`config.mk`:
```
export PLATFORM = sky130hd
export DESIGN_NAME = gen_write_logic_cap_flat
export DESIGN_NICKNAME = d
export VERILOG_FILES = /design/src/rtl/gen_write_logic_cap_if.sv /design/src/rtl/gen_write_logic_cap.sv /design/src/flat_wrapper.sv
export SDC_FILE = /design/constraint.sdc
export NUM_CORES = 1
export LEC_CHECK = 0
export CAP_MARGIN = 10
export CORE_AREA = 2 2 715 717
export CTS_CLUSTER_DIAMETER = 80
export DETAILED_ROUTE_END_ITERATION = 10
export DIE_AREA = 0 0 717 719
export PLACE_DENSITY = 0.3
export SETUP_SLACK_MARGIN = 0.15
export SYNTH_ARGS = -nofsm -noshare
export SYNTH_HDL_FRONTEND = slang
export SYNTH_HIERARCHICAL = 1
export SYNTH_SLANG_ARGS = --single-unit
```
`constraint.sdc`:
```
create_clock -name clk -period 2.71 [get_ports clk]
set_input_delay 0.6775 -clock clk [delete_from_list [all_inputs] [get_ports clk]]
set_output_delay 0.6775 -clock clk [all_outputs]
set_load 0.03 [all_outputs]
```
`src/rtl/gen_write_logic_cap_if.sv`:
```
// ADC sample input and capture-SRAM write bus for the capture writer.
// master = the writer (consumes ADC lanes, drives bank strobes/address/data).
interface gen_write_logic_cap_if #(
  parameter int NUM_MEM       = 24,
  parameter int LANES_PER_MEM = 4,
  parameter int LANE_W        = 9,
  parameter int ADDR_W        = 15
);
  localparam int DW = NUM_MEM * LANES_PER_MEM * LANE_W;

  logic              adc_trig;
  logic              adc_vld;
  logic [DW-1:0]     adc_din;
  logic [NUM_MEM-1:0] cap_chip_en;
  logic [ADDR_W-1:0] cap_addr;
  logic [DW-1:0]     cap_wdata;

  modport master (input adc_trig, adc_vld, adc_din,
                  output cap_chip_en, cap_addr, cap_wdata);
  modport slave  (output adc_trig, adc_vld, adc_din,
                  input cap_chip_en, cap_addr, cap_wdata);
endinterface

```
`src/rtl/gen_write_logic_cap.sv`:
```
// Capture-memory writer: arm, wait for trigger, write depth+1 words of packed
// ADC lanes into the capture banks, then flag done.
module gen_write_logic_cap_bank #(
  parameter int LANES_PER_MEM = 4,
  parameter int LANE_W        = 9
) (
  input  logic                            wr,
  input  logic                            bank_on,
  input  logic [LANES_PER_MEM*LANE_W-1:0] din,
  input  logic [LANES_PER_MEM*LANE_W-1:0] word_q,
  output logic [LANES_PER_MEM*LANE_W-1:0] word_d
);
  // Lane j of this bank sits at slice j so the read path's sel%4 picks it back out.
  logic [LANES_PER_MEM*LANE_W-1:0] packed_w;
  for (genvar j = 0; j < LANES_PER_MEM; j++) begin : g_lane
    assign packed_w[j*LANE_W +: LANE_W] = bank_on ? din[j*LANE_W +: LANE_W] : '0;
  end
  assign word_d = wr ? packed_w : word_q;
endmodule

module gen_write_logic_cap #(
  parameter int NUM_MEM       = 24,
  parameter int LANES_PER_MEM = 4,
  parameter int LANE_W        = 9,
  parameter int ADDR_W        = 15
) (
  input  logic              clk,
  input  logic              rstn,
  input  logic              rf_96path_en,
  input  logic              rf_cap_start_pulse,
  input  logic              rf_cap_abort,
  input  logic [ADDR_W-1:0] rf_cap_depth,
  input  logic              mdio_read_en,
  gen_write_logic_cap_if.master cap,
  output logic              cap_busy,
  output logic              cap_done,
  output logic [15:0]       cap_wr_cnt
);
  localparam int BANK_W = LANES_PER_MEM * LANE_W;
  localparam int HALF   = NUM_MEM / 2;

  typedef enum logic [1:0] {IDLE, ARM, WRITE, DONE} state_t;

  state_t                          state_q, state_d;
  logic [ADDR_W-1:0]               depth_q, depth_d;
  logic [15:0]                     cnt_q, cnt_d;
  logic [ADDR_W-1:0]               addr_q, addr_d;
  logic [NUM_MEM-1:0]              chip_en_q, chip_en_d;
  logic                            busy_q, busy_d;
  logic                            done_q, done_d;
  logic [NUM_MEM-1:0][BANK_W-1:0]  wdata_q, wdata_d;

  logic start_ok, wr_fire, last;

  assign start_ok = rf_cap_start_pulse && !mdio_read_en && !rf_cap_abort &&
                    (state_q == IDLE || state_q == DONE);
  // The trigger cycle itself may carry word 0.
  assign wr_fire  = !rf_cap_abort && !mdio_read_en && cap.adc_vld &&
                    (state_q == WRITE || (state_q == ARM && cap.adc_trig));
  assign last     = (cnt_q[ADDR_W-1:0] == depth_q);

  always_comb begin
    state_d   = state_q;
    depth_d   = start_ok ? rf_cap_depth : depth_q;
    cnt_d     = start_ok ? 16'd0 : (wr_fire ? cnt_q + 16'd1 : cnt_q);
    addr_d    = wr_fire ? cnt_q[ADDR_W-1:0] : addr_q;
    chip_en_d = '0;
    if (wr_fire)
      chip_en_d = rf_96path_en ? {NUM_MEM{1'b1}} : {{(NUM_MEM-HALF){1'b0}}, {HALF{1'b1}}};
    if (rf_cap_abort) state_d = IDLE;
    else begin
      case (state_q)
        IDLE, DONE: if (start_ok) state_d = ARM;
        ARM:        if (cap.adc_trig) state_d = (wr_fire && last) ? DONE : WRITE;
        WRITE:      if (wr_fire && last) state_d = DONE;
        default:    state_d = IDLE;
      endcase
    end
    busy_d = (state_d == ARM) || (state_d == WRITE);
    // Done shows one cycle after the final write and drops on the way out of DONE.
    done_d = (state_d == DONE) && (state_q == DONE);
  end

  for (genvar i = 0; i < NUM_MEM; i++) begin : g_bank
    gen_write_logic_cap_bank #(.LANES_PER_MEM(LANES_PER_MEM), .LANE_W(LANE_W)) u_bank (
      .wr      (wr_fire),
      .bank_on (rf_96path_en || (i < HALF)),
      .din     (cap.adc_din[i*BANK_W +: BANK_W]),
      .word_q  (wdata_q[i]),
      .word_d  (wdata_d[i])
    );
  end

  always_ff @(posedge clk or negedge rstn) begin
    if (!rstn) begin
      state_q   <= IDLE;
      depth_q   <= '0;
      cnt_q     <= '0;
      addr_q    <= '0;
      chip_en_q <= '0;
      busy_q    <= 1'b0;
      done_q    <= 1'b0;
      wdata_q   <= '0;
    end else begin
      state_q   <= state_d;
      depth_q   <= depth_d;
      cnt_q     <= cnt_d;
      addr_q    <= addr_d;
      chip_en_q <= chip_en_d;
      busy_q    <= busy_d;
      done_q    <= done_d;
      wdata_q   <= wdata_d;
    end
  end

  assign cap.cap_chip_en = chip_en_q;
  assign cap.cap_addr    = addr_q;
  assign cap.cap_wdata   = wdata_q;
  assign cap_busy        = busy_q;
  assign cap_done        = done_q;
  assign cap_wr_cnt      = cnt_q;
endmodule
```
`src/flat_wrapper.sv`:
```
// flat-port wrapper written by rule: the top's interface ports become plain ports
module gen_write_logic_cap_flat 
#(
  parameter int NUM_MEM       = 24,
  parameter int LANES_PER_MEM = 4,
  parameter int LANE_W        = 9,
  parameter int ADDR_W        = 15
)
  (clk, rstn, rf_96path_en, rf_cap_start_pulse, rf_cap_abort, rf_cap_depth, mdio_read_en, cap_busy, cap_done, cap_wr_cnt, cap_adc_trig, cap_adc_vld, cap_adc_din, cap_cap_chip_en, cap_cap_addr, cap_cap_wdata);
  gen_write_logic_cap_if #(.NUM_MEM(NUM_MEM), .LANES_PER_MEM(LANES_PER_MEM), .LANE_W(LANE_W), .ADDR_W(ADDR_W)) cap_i ();
  input  logic clk;
  input  logic rstn;
  input  logic rf_96path_en;
  input  logic rf_cap_start_pulse;
  input  logic rf_cap_abort;
  input  logic [ADDR_W-1:0] rf_cap_depth;
  input  logic mdio_read_en;
  output logic cap_busy;
  output logic cap_done;
  output logic [15:0] cap_wr_cnt;
  input wire logic [$bits(cap_i.adc_trig)-1:0] cap_adc_trig;
  input wire logic [$bits(cap_i.adc_vld)-1:0] cap_adc_vld;
  input wire logic [$bits(cap_i.adc_din)-1:0] cap_adc_din;
  output wire logic [$bits(cap_i.cap_chip_en)-1:0] cap_cap_chip_en;
  output wire logic [$bits(cap_i.cap_addr)-1:0] cap_cap_addr;
  output wire logic [$bits(cap_i.cap_wdata)-1:0] cap_cap_wdata;
  assign cap_i.adc_trig = cap_adc_trig;
  assign cap_i.adc_vld = cap_adc_vld;
  assign cap_i.adc_din = cap_adc_din;
  assign cap_cap_chip_en = cap_i.cap_chip_en;
  assign cap_cap_addr = cap_i.cap_addr;
  assign cap_cap_wdata = cap_i.cap_wdata;
  gen_write_logic_cap #(.NUM_MEM(NUM_MEM), .LANES_PER_MEM(LANES_PER_MEM), .LANE_W(LANE_W), .ADDR_W(ADDR_W)) u_core (.clk(clk), .rstn(rstn), .rf_96path_en(rf_96path_en), .rf_cap_start_pulse(rf_cap_start_pulse), .rf_cap_abort(rf_cap_abort), .rf_cap_depth(rf_cap_depth), .mdio_read_en(mdio_read_en), .cap(cap_i), .cap_busy(cap_busy), .cap_done(cap_done), .cap_wr_cnt(cap_wr_cnt));
endmodule
```
==> flow_summary.yaml <==
worst_setup_path:
  r2r_end: "u_core/cap.cap_wdata[221]"
  path_buf_inv: 1
  crit_family: "flip-flops"
  crit_path_start_kind: "flop"
  r2r_slack_ns: 0.48
  cp-end-kind: "primary output"
  worst-endpoint-required_ns: 2.03
  cp_cell_sequence: "clkdlybuf4s15_2"
  critPathLaunch: "u_core/cap.cap_wdata[860]"
  critPathMaxStageDelay_ns: 0.61
  cp.depth: 1
  crit_slowest_cell: "dfrtp_1"
  crit_end: "cap_cap_wdata[860]"
  cp_max_fo: 2
  path_class: "flop to primary output"
  reg2reg_from: "u_core/state_q[0]"
  r2r_cells: 10
  arrival_ns: 1.82
floorplanning:
  initial_core_util_pct: 6.659
  num_io_pins: 1808
  num_rows: 262
  die_w_um: 717
  die-area_um2: 515500
  fp.coreArea_um2: 507800
  die_h_um: 719
drt:
  avgViaCountPerCell: 2.741
  routedWlPerCell_um: 32.16
  ant_nets: 0
  drt_pass1_iterations: 7
  vias: 30570
  first_iter_violations: 1693
  route.detailed.drc: 0
  finalWirelength_um: 358700
power_and_ir_drop:
  cellPowerDensity_nw_per_um2: 853.6
  p_leak_nw: 28.84
  total_power_mw: 55.97
  ir_drop_mv: 0.4567
global_routing:
  grt-ovfl-total: 0
  grt_max_degree: 93
  antenna_found_initial: 169
  grt_pass1_vias: 32220
  grt_pass1_wl_um: 438000
  grt_use_total_pct: 13.41
timing:
  fin_setup_tns_ns: 0
  worst_pin_slew_ns: 0.7160
  hold_viol_final: 0
  slew_headroom_pct: 51.03
  finalSetupViolCount: 0
  period_minus_slack_ns: 2.500
  max_freq_ghz: 0.4000
  final.setup_skew_ns: 0.07189
  rsz0062_at_grt: "no"
  period_share_pct: 92.26
  drv_slew: 0
layout:
  nFillCells: 57160
  stdcell_count: 11160
  nets: 5144
  layout_commonest_cell: "clkdlybuf4s50_1"
  areaGrowthSynthToFinish_pct: 93.92
  design_area_um2: 65570
  drive_gt1_share_pct: 21.28
  finish.utilization_pct: 12.91
  final_cell_mix: "clkdlybuf4s50_1, dfrtp_1, a22o_1, dlygate4sd2_1, buf_4"
placed_design:
  placed_cells: 10830
  hpwl_um: 312400
  io_buffer_count: 1807
  place_congestion: 0.9217
  dpl_cell_area_um2: 60740
cts:
  htree_levels: 4
  clk_path_buf_depth: 4
  root_buffer: "clkbuf_16"
  clock_sinks: 916
  path_clk_slew_ns: 0.05
  cts_made_buffers: 152
  cts_tree: "yes"
  clk_latency_ns: 0.86
  cts_setup_buffers: 0
logic_synthesis:
  synthCells: 2265
  synth_flop_cell: "dfrtp_1"
  avgSynthCellArea_um2: 14.93
  synth_warnings: 6
  yosysUniqueCellTypes: 42
  synth_seq_cells: 916
  syn-cell-area_um2: 33810
  async_flop_share_pct: 100.0
  synth_seq_area_share_pct: 67.79
  synth_edf_count: 0
run_status:
  status: "complete, no violations"
worst_hold_path:
  min-delay-path-class: "primary input to flop"
flow_run:
  cap_violations: 0
-- sequential cells by signal, indices dropped and copies added (netlist names) --
name,cells
u_core/cap.cap_wdata,864
u_core/cap_wr_cnt,16
u_core/cap.cap_addr,15
u_core/depth_q,15
u_core/cap.cap_chip_en,2
u_core/state_q,2
u_core/cap_busy,1
u_core/cap_done,1
-- cell type report --
type | instances | area, um^2 | area share [%]
clock inverters | 62 | 711.9 | 1.086
repair buffers | 1997 | 19690 | 30.03
inverters | 77 | 289.0 | 0.4408
clock buffers | 206 | 4268 | 6.509
multi-input cells | 1108 | 9082 | 13.85
well taps | 6732 | 8423 | 12.85
flip-flops and latches | 916 | 22960 | 35.02
diodes | 57 | 142.6 | 0.2175
-- kinds of logic (layout without fill, tap and decap cells) --
kind of cell	Yosys count	after routing	synth area share (%)
DFF	916	916	67.79
AOI/OAI and AO/OA	888	888	22.24
buffers and inverters	276	2342	5.758
and+or+nand+nor	127	127	2.438
muxes	31	31	1.032
xor gates and xnor gates	21	21	0.5440
adders and majority gates	5	5	0.1850
other	1	93	0.01109
-- synth_stat cells (all sizes together) (6+ instances only) --
master  number  area share [%]
dfrtp      916              68
a22o       816              21
buf        199             4.9
inv         77            0.85
o21ai       57            0.84
nand3       53            0.78
mux2        31             1.0
and2        26            0.66
xor2        14            0.36
nor2        12            0.18
a21oi       11            0.17
xnor2        7            0.18
nand2        6           0.067
nand4        6            0.17
-- where the power goes --
part           switching (mW)  internal, mW  total [mW]
sequential               2.38          16.2        18.6
combinational            11.5          5.90        17.4
clock                    8.11          11.8        19.9
total                    22.0          33.9        56.0
-- layer usage --
| layer | up-vias | track usage, % | wire length [um] |
|---|---|---|---|
| li1 | 12670 | - | - |
| met1 | 15730 | 14.69 | 134000 |
| met2 | 1609 | 22.22 | 167600 |
| met3 | 492 | 6.662 | 40750 |
| met4 | 74 | 4.877 | 15870 |
| met5 | - | 0 | 471 |
-- what timing repair did --
item | 4_1_cts | 5_1_grt
endpoints found under the setup margin | 720 | 4
hold buffers | 1 | 0
hold endpoints to repair | 16 | 0
resized for setup | 1221 | 4
-- worst min-delay path by stage --
stage	start	end	depth (start not counted)	slack, ns
2_1_floorplan	rstn	u_core/cap.cap_addr[0]	0	0.38
3_3_place_gp	u_core/cap.cap_addr[12]	u_core/cap.cap_addr[12]	1	0.48
3_5_place_dp	u_core/cap.cap_addr[2]	u_core/cap.cap_addr[2]	1	0.48
4_1_cts	rf_96path_en	u_core/cap.cap_wdata[537]	3	0.20
5_1_grt	rstn	u_core/cap.cap_wdata[58]	2	0.31
6_report	rf_96path_en	u_core/cap.cap_wdata[537]	3	0.33
-- through the flow --
step | hold WS [ns] | worst slack (ns)
3_3_place_gp | 0.4847 | -0.4735
4_1_cts | 0.1983 | 0.04858
6_report | 0.3322 | 0.2098
5_1_grt | 0.3090 | 0.1606
3_5_place_dp | 0.4818 | -0.4652
2_1_floorplan | 0.3819 | 0.2609
Power figures use the tool's default switching activity.
==> RTL edit 1, RTL diff (same flow settings) <==
Reset style: synchronous (`rstn`), changed in one clocked block.
--- a/src/rtl/gen_write_logic_cap.sv
+++ b/src/rtl/gen_write_logic_cap.sv
@@ -92,5 +92,5 @@
   end
 
-  always_ff @(posedge clk or negedge rstn) begin
+  always_ff @(posedge clk) begin
     if (!rstn) begin
       state_q   <= IDLE;
Check against the original RTL: not equivalent (Yosys sat finds a counterexample within 4 cycles, from zero or initial values and one cycle with rstn low; the reset may be asserted at any time).
==> RTL edit 1 against the original RTL <==
  * Sequential cell count unchanged
  * Hold slack better by 0.079 ns
  * Global-route usage rose by 0.14 points
  * Worst setup slack worse by 0.0052 ns
  * First-iteration DRC count is 17% higher
  * Final area increased by 2.1%
  * Register-to-register slack got worse by 0.23 ns
  * Critical endpoint is now u_core/cap.cap_wdata[665]
  * Count of clock-buffer cells in the layout down 5
  * Synthesized area rose by 3.8%
  * Non-clock buffer count decreased by 13
  * Critical path depth increased by 11
  * Routed wire length is 2.0% higher
Power is not compared: it rests on default switching activity, and its combinational part moved more than twofold at a synthesized area within 25%.
==> RTL edit 1: results (changes against the original RTL) <==
metric;value;unit;change
reg2reg_slack;0.25;ns;-0.23 ns
htree_levels;4;;unchanged
grt_max_degree;122;;+31%
min_from;rstn;;
clock_skew;0.04009;ns;-0.03180 ns
numCtsBuffers;146;;-3.9%
synthArstFlopShare;0;%;-100 points
hpwl;318300;um;+1.9%
drive_above_1_share;15.53;%;-5.7 points
antenna_found_initial;206;;+22%
path_clk_slew;0.06;ns;
n_fill_cell;57560;;+0.71%
outcome;complete, no violations;;
root_buffer;clkbuf_16;;
clock_latency;0.84;ns;-0.02 ns
synthXorXnorAreaFrac;0.5489;%;+0.0049 points
largest_reg_flops;864;;unchanged
drt_first_pass_iters;6;;-1
crit_path_max_incr_delay;0.57;ns;-0.04 ns
synth_compound_area_share;22.09;%;-0.15 points
slew_headroom;51.73;%;+0.70 points
path_max_fanout;24;;+22
drt_iter0_markers;1989;;+17%
totalWireLength;365800;um;+2.0%
grt_pass1_wl;445000;um;+1.6%
synth_mux_area_share;0;%;-1.0 points
ys_top_cells_by_area;dfxtp_1, a22o_1, and2_1;;
crit_slowest_cell;clkdlybuf4s50_1;;
synthDistinctLibCells;37;;-12%
timing.rr.start;u_core/state_q[1];;
synthAdderAreaFrac;0.1782;%;-0.0068 points
synth_common_cells;dfxtp_1, and2_1, a22o_1, clkbuf_1, buf_6;;
startpoint;cap_adc_vld;;
grt_overflow;0;;unchanged
grt_pass1_vias;34720;;+7.8%
synth_sequential_area_ratio;52.23;%;-16 points
critPathTopFamily;buffers and inverters;;
gp_congestion;0.9181;;-0.39%
ys.flop_type;dfxtp_1;;
vias_per_cell;2.874;;+4.9%
nets;6056;;+18%
track_usage;13.55;%;+0.14 points
==> RTL edit 1: logic make-up (layout without fill, tap and decap cells) <==
| group | count (synthesis) | count (layout) |
|---|---|---|
| AO/OA/AOI/OAI | 918 | 918 |
| flip-flops | 916 | 916 |
| AND/OR/NAND/NOR | 1055 | 1055 |
| buffers and inverters | 385 | 2320 |
| adder cells (fa/ha/maj) | 5 | 5 |
| other | 1 | 74 |
| XOR/XNOR | 22 | 22 |
==> RTL edit 1: path summary, 6_finish.rpt <==
check | endpoint | cells after the start
setup / recovery | u_core/cap.cap_wdata[665] | 12
hold / removal | u_core/cap.cap_wdata[860] | 3
setup reg to reg | u_core/cap.cap_wdata[644] | 11
hold reg to reg | u_core/cap.cap_addr[3] | 2
==> RTL edit 1: per-layer routing <==
layer  part of all wire, %  vias up  track usage (%)
li1                      -    15390                -
met1                    38    16880            14.83
met2                    45     1674            21.87
met3                    14      568            8.265
met4                   3.4       94            3.722
met5                  0.17        -                0
==> RTL edit 1: worst reg2reg max path, delay by kind of cell, from the launching register on <==
family	cells	cell delay, ns
fa+ha+maj	1	0.22
buf+inv	5	0.64
compound gates	2	0.50
flops	1	0.35
simple gates	3	0.60
==> RTL edit 1: through the flow <==
stage / std cells / setup WS [ns] / instance area [um2] / hold slack (ns)
5_1_grt: 12010 / 0.1480 / 66910 / 0.3422
2_1_floorplan: 3337 / -0.02452 / 35290 / 0.4551
4_1_cts: 12000 / 0.03275 / 66390 / 0.3068
6_report: 12040 / 0.2046 / 66980 / 0.4113
3_3_place_gp: 11750 / -0.9150 / 61690 / 0.4606
3_5_place_dp: 11750 / -0.8748 / 61690 / 0.4504
==> RTL edit 1: final cells by class <==
class,instances,area share (%)
clock buffer,201,6.166
multi-input combinational,2036,21.75
timing repair buffer,1984,30.25
sequential,916,27.43
antenna,38,0.1420
tap,6732,12.58
clock inverter,55,1.214
inverter,80,0.4745
==> RTL edit 1: what timing repair did <==
action                      CTS  global route
setup buffers                 0             0
pin swaps                     0             2
setup endpoints to repair  1587           215
cloned                        0             0
resized for setup           926           213
==> RTL edit 1: power by group <==
| group | switching, mW | internal (mW) |
|---|---|---|
| clock | 7.94 | 12.0 |
| combinational | 0.988 | 1.26 |
| sequential | 0.0155 | 13.5 |
==> RTL edit 2, RTL diff (same settings) <==
Made on the original files. `LANE_W` is set to 9 in 4 places; all go to 7.
--- a/src/rtl/gen_write_logic_cap_if.sv
+++ b/src/rtl/gen_write_logic_cap_if.sv
@@ -4,5 +4,5 @@
   parameter int NUM_MEM       = 24,
   parameter int LANES_PER_MEM = 4,
-  parameter int LANE_W        = 9,
+  parameter int LANE_W        = 7,
   parameter int ADDR_W        = 15
 );
--- a/src/rtl/gen_write_logic_cap.sv
+++ b/src/rtl/gen_write_logic_cap.sv
@@ -3,5 +3,5 @@
 module gen_write_logic_cap_bank #(
   parameter int LANES_PER_MEM = 4,
-  parameter int LANE_W        = 9
+  parameter int LANE_W        = 7
 ) (
   input  logic                            wr,
@@ -22,5 +22,5 @@
   parameter int NUM_MEM       = 24,
   parameter int LANES_PER_MEM = 4,
-  parameter int LANE_W        = 9,
+  parameter int LANE_W        = 7,
   parameter int ADDR_W        = 15
 ) (
--- a/src/flat_wrapper.sv
+++ b/src/flat_wrapper.sv
@@ -4,5 +4,5 @@
   parameter int NUM_MEM       = 24,
   parameter int LANES_PER_MEM = 4,
-  parameter int LANE_W        = 9,
+  parameter int LANE_W        = 7,
   parameter int ADDR_W        = 15
 )
Interface: changed (resized cap_adc_din and cap_cap_wdata); port bits go from 1808 to 1424. The function was not compared with the original's and may differ.
==> RTL edit 2 against the original RTL <==
  * Synthesized area is 20% lower
  * First-iteration DRC count is 39% lower
  * Via count fell by 23%
  * Clock skew decreased by 0.0080 ns
  * Routed wire length shrank 25%
  * Final area shrank 19%
  * Power is 21% lower
  * Worst setup slack improved by 0.061 ns
  * Sequential cell count shrank 192
  * Highest routed layer unchanged
==> RTL edit 2: results (changes against the original RTL) <==
metric;value;unit;change
crit_slowest_cell;clkdlybuf4s15_1;;
clock_skew;0.06386;ns;-0.008036 ns
io_buffer_count;1423;;-21%
ys_top_cells_by_area;dfrtp_1, a22o_1, buf_6;;
critPathTopFamily;buffers and inverters;;
r2r_cells;9;;-1
p_clk;16.0;mW;-20%
reg2reg_slack;0.48;ns;about the same
path_max_fanout;2;;unchanged
slew_headroom;50.67;%;-0.36 points
power_switching_share;38.46;%;-0.90 points
crit_path_max_incr_delay;0.56;ns;-0.05 ns
track_usage;10.16;%;-3.2 points
drt_iter0_markers;1029;;-39%
timing.rr.start;u_core/state_q[1];;
synth_common_cells;dfrtp_1, a22o_1, inv_1, buf_6, o21ai_0;;
nets;4099;;-20%
synth_compound_area_share;21.68;%;-0.56 points
synthXorXnorAreaFrac;0.6828;%;+0.14 points
gp_congestion;0.7981;;-13%
rr_endpoint;u_core/cap.cap_wdata[512];;
drive_above_1_share;21.55;%;+0.28 points
grt_max_degree;77;;-17%
antenna_found_initial;107;;-37%
hold_end;u_core/cap.cap_wdata[474];;
totalWireLength;270600;um;-25%
drt_first_pass_iters;5;;-2
hpwl;236400;um;-24%
peakVddDrop;0.5003;mV;+9.5%
vias_per_cell;2.296;;-16%
n_fill_cell;57950;;+1.4%
critPathArrivalTime;1.76;ns;-0.06 ns
largest_reg_flops;672;;-22%
synth_mux_area_share;1.296;%;+0.26 points
synthArstFlopShare;100.0;%;unchanged
p_leak;22.99;nW;-20%
htree_levels;3;;-1
synthAdderAreaFrac;0.2322;%;+0.047 points
combPwrFrac;31.8;%;+0.6 points
numCtsBuffers;115;;-24%
outcome;complete, no violations;;
power_density;830.5;nW/um2;-2.7%
synth_sequential_area_ratio;67.26;%;-0.53 points
root_buffer;clkbuf_16;;
crit_end;cap_cap_wdata[537];;
grt_pass1_vias;25620;;-20%
ys.flop_type;dfrtp_1;;
startpoint;u_core/cap.cap_wdata[537];;
grt_pass1_wl;332400;um;-24%
==> RTL edit 2: changes by cell type after synthesis, sizes merged <==
cell   unedited run  this run
buf             199       151
dfrtp           916       724
a22o            816       624
==> RTL edit 2: repair_timing <==
item	4_1_cts	5_1_grt
hold buffers	1	0
endpoints found under the setup margin	505	2
gates cloned	0	0
setup buffers	3	0
gates resized for setup	800	2
hold endpoints to repair	16	0
==> RTL edit 2: metal layers <==
metal | vias to the layer above | share of wire, % | global-route usage [%]
met1 | 12040 | 37 | 10.75
met5 | - | 0.15 | 0
met3 | 293 | 12 | 5.598
met4 | 54 | 1.9 | 1.760
met2 | 1053 | 49 | 17.79
li1 | 10060 | - | -
==> RTL edit 2: tightest hold or removal path, stage by stage <==
cell     delay (ns)
buf_6          0.17
nand3_1        0.10
o21ai_0        0.07
==> RTL edit 2: metrics by stage <==
stage / instances / setup slack (ns) / instance area (um2) / hold WS [ns]
2_1_floorplan: 1868 / 0.2397 / 27080 / 0.3819
3_3_place_gp: 10010 / -0.6328 / 49710 / 0.4757
3_5_place_dp: 10010 / -0.5766 / 49710 / 0.4841
4_1_cts: 10220 / 0.08193 / 53350 / 0.1532
5_1_grt: 10220 / 0.1523 / 53340 / 0.2241
6_report: 10230 / 0.2709 / 53370 / 0.2550
==> RTL edit 2: cell type report <==
type | count | area share (%)
Inverter | 77 | 0.5415
Antenna cell | 12 | 0.05626
Clock buffer | 155 | 6.145
Tap cell | 6732 | 15.78
Timing Repair Buffer | 1565 | 28.26
Multi-Input combinational cell | 916 | 13.87
Clock inverter | 52 | 1.369
Sequential cell | 724 | 33.98
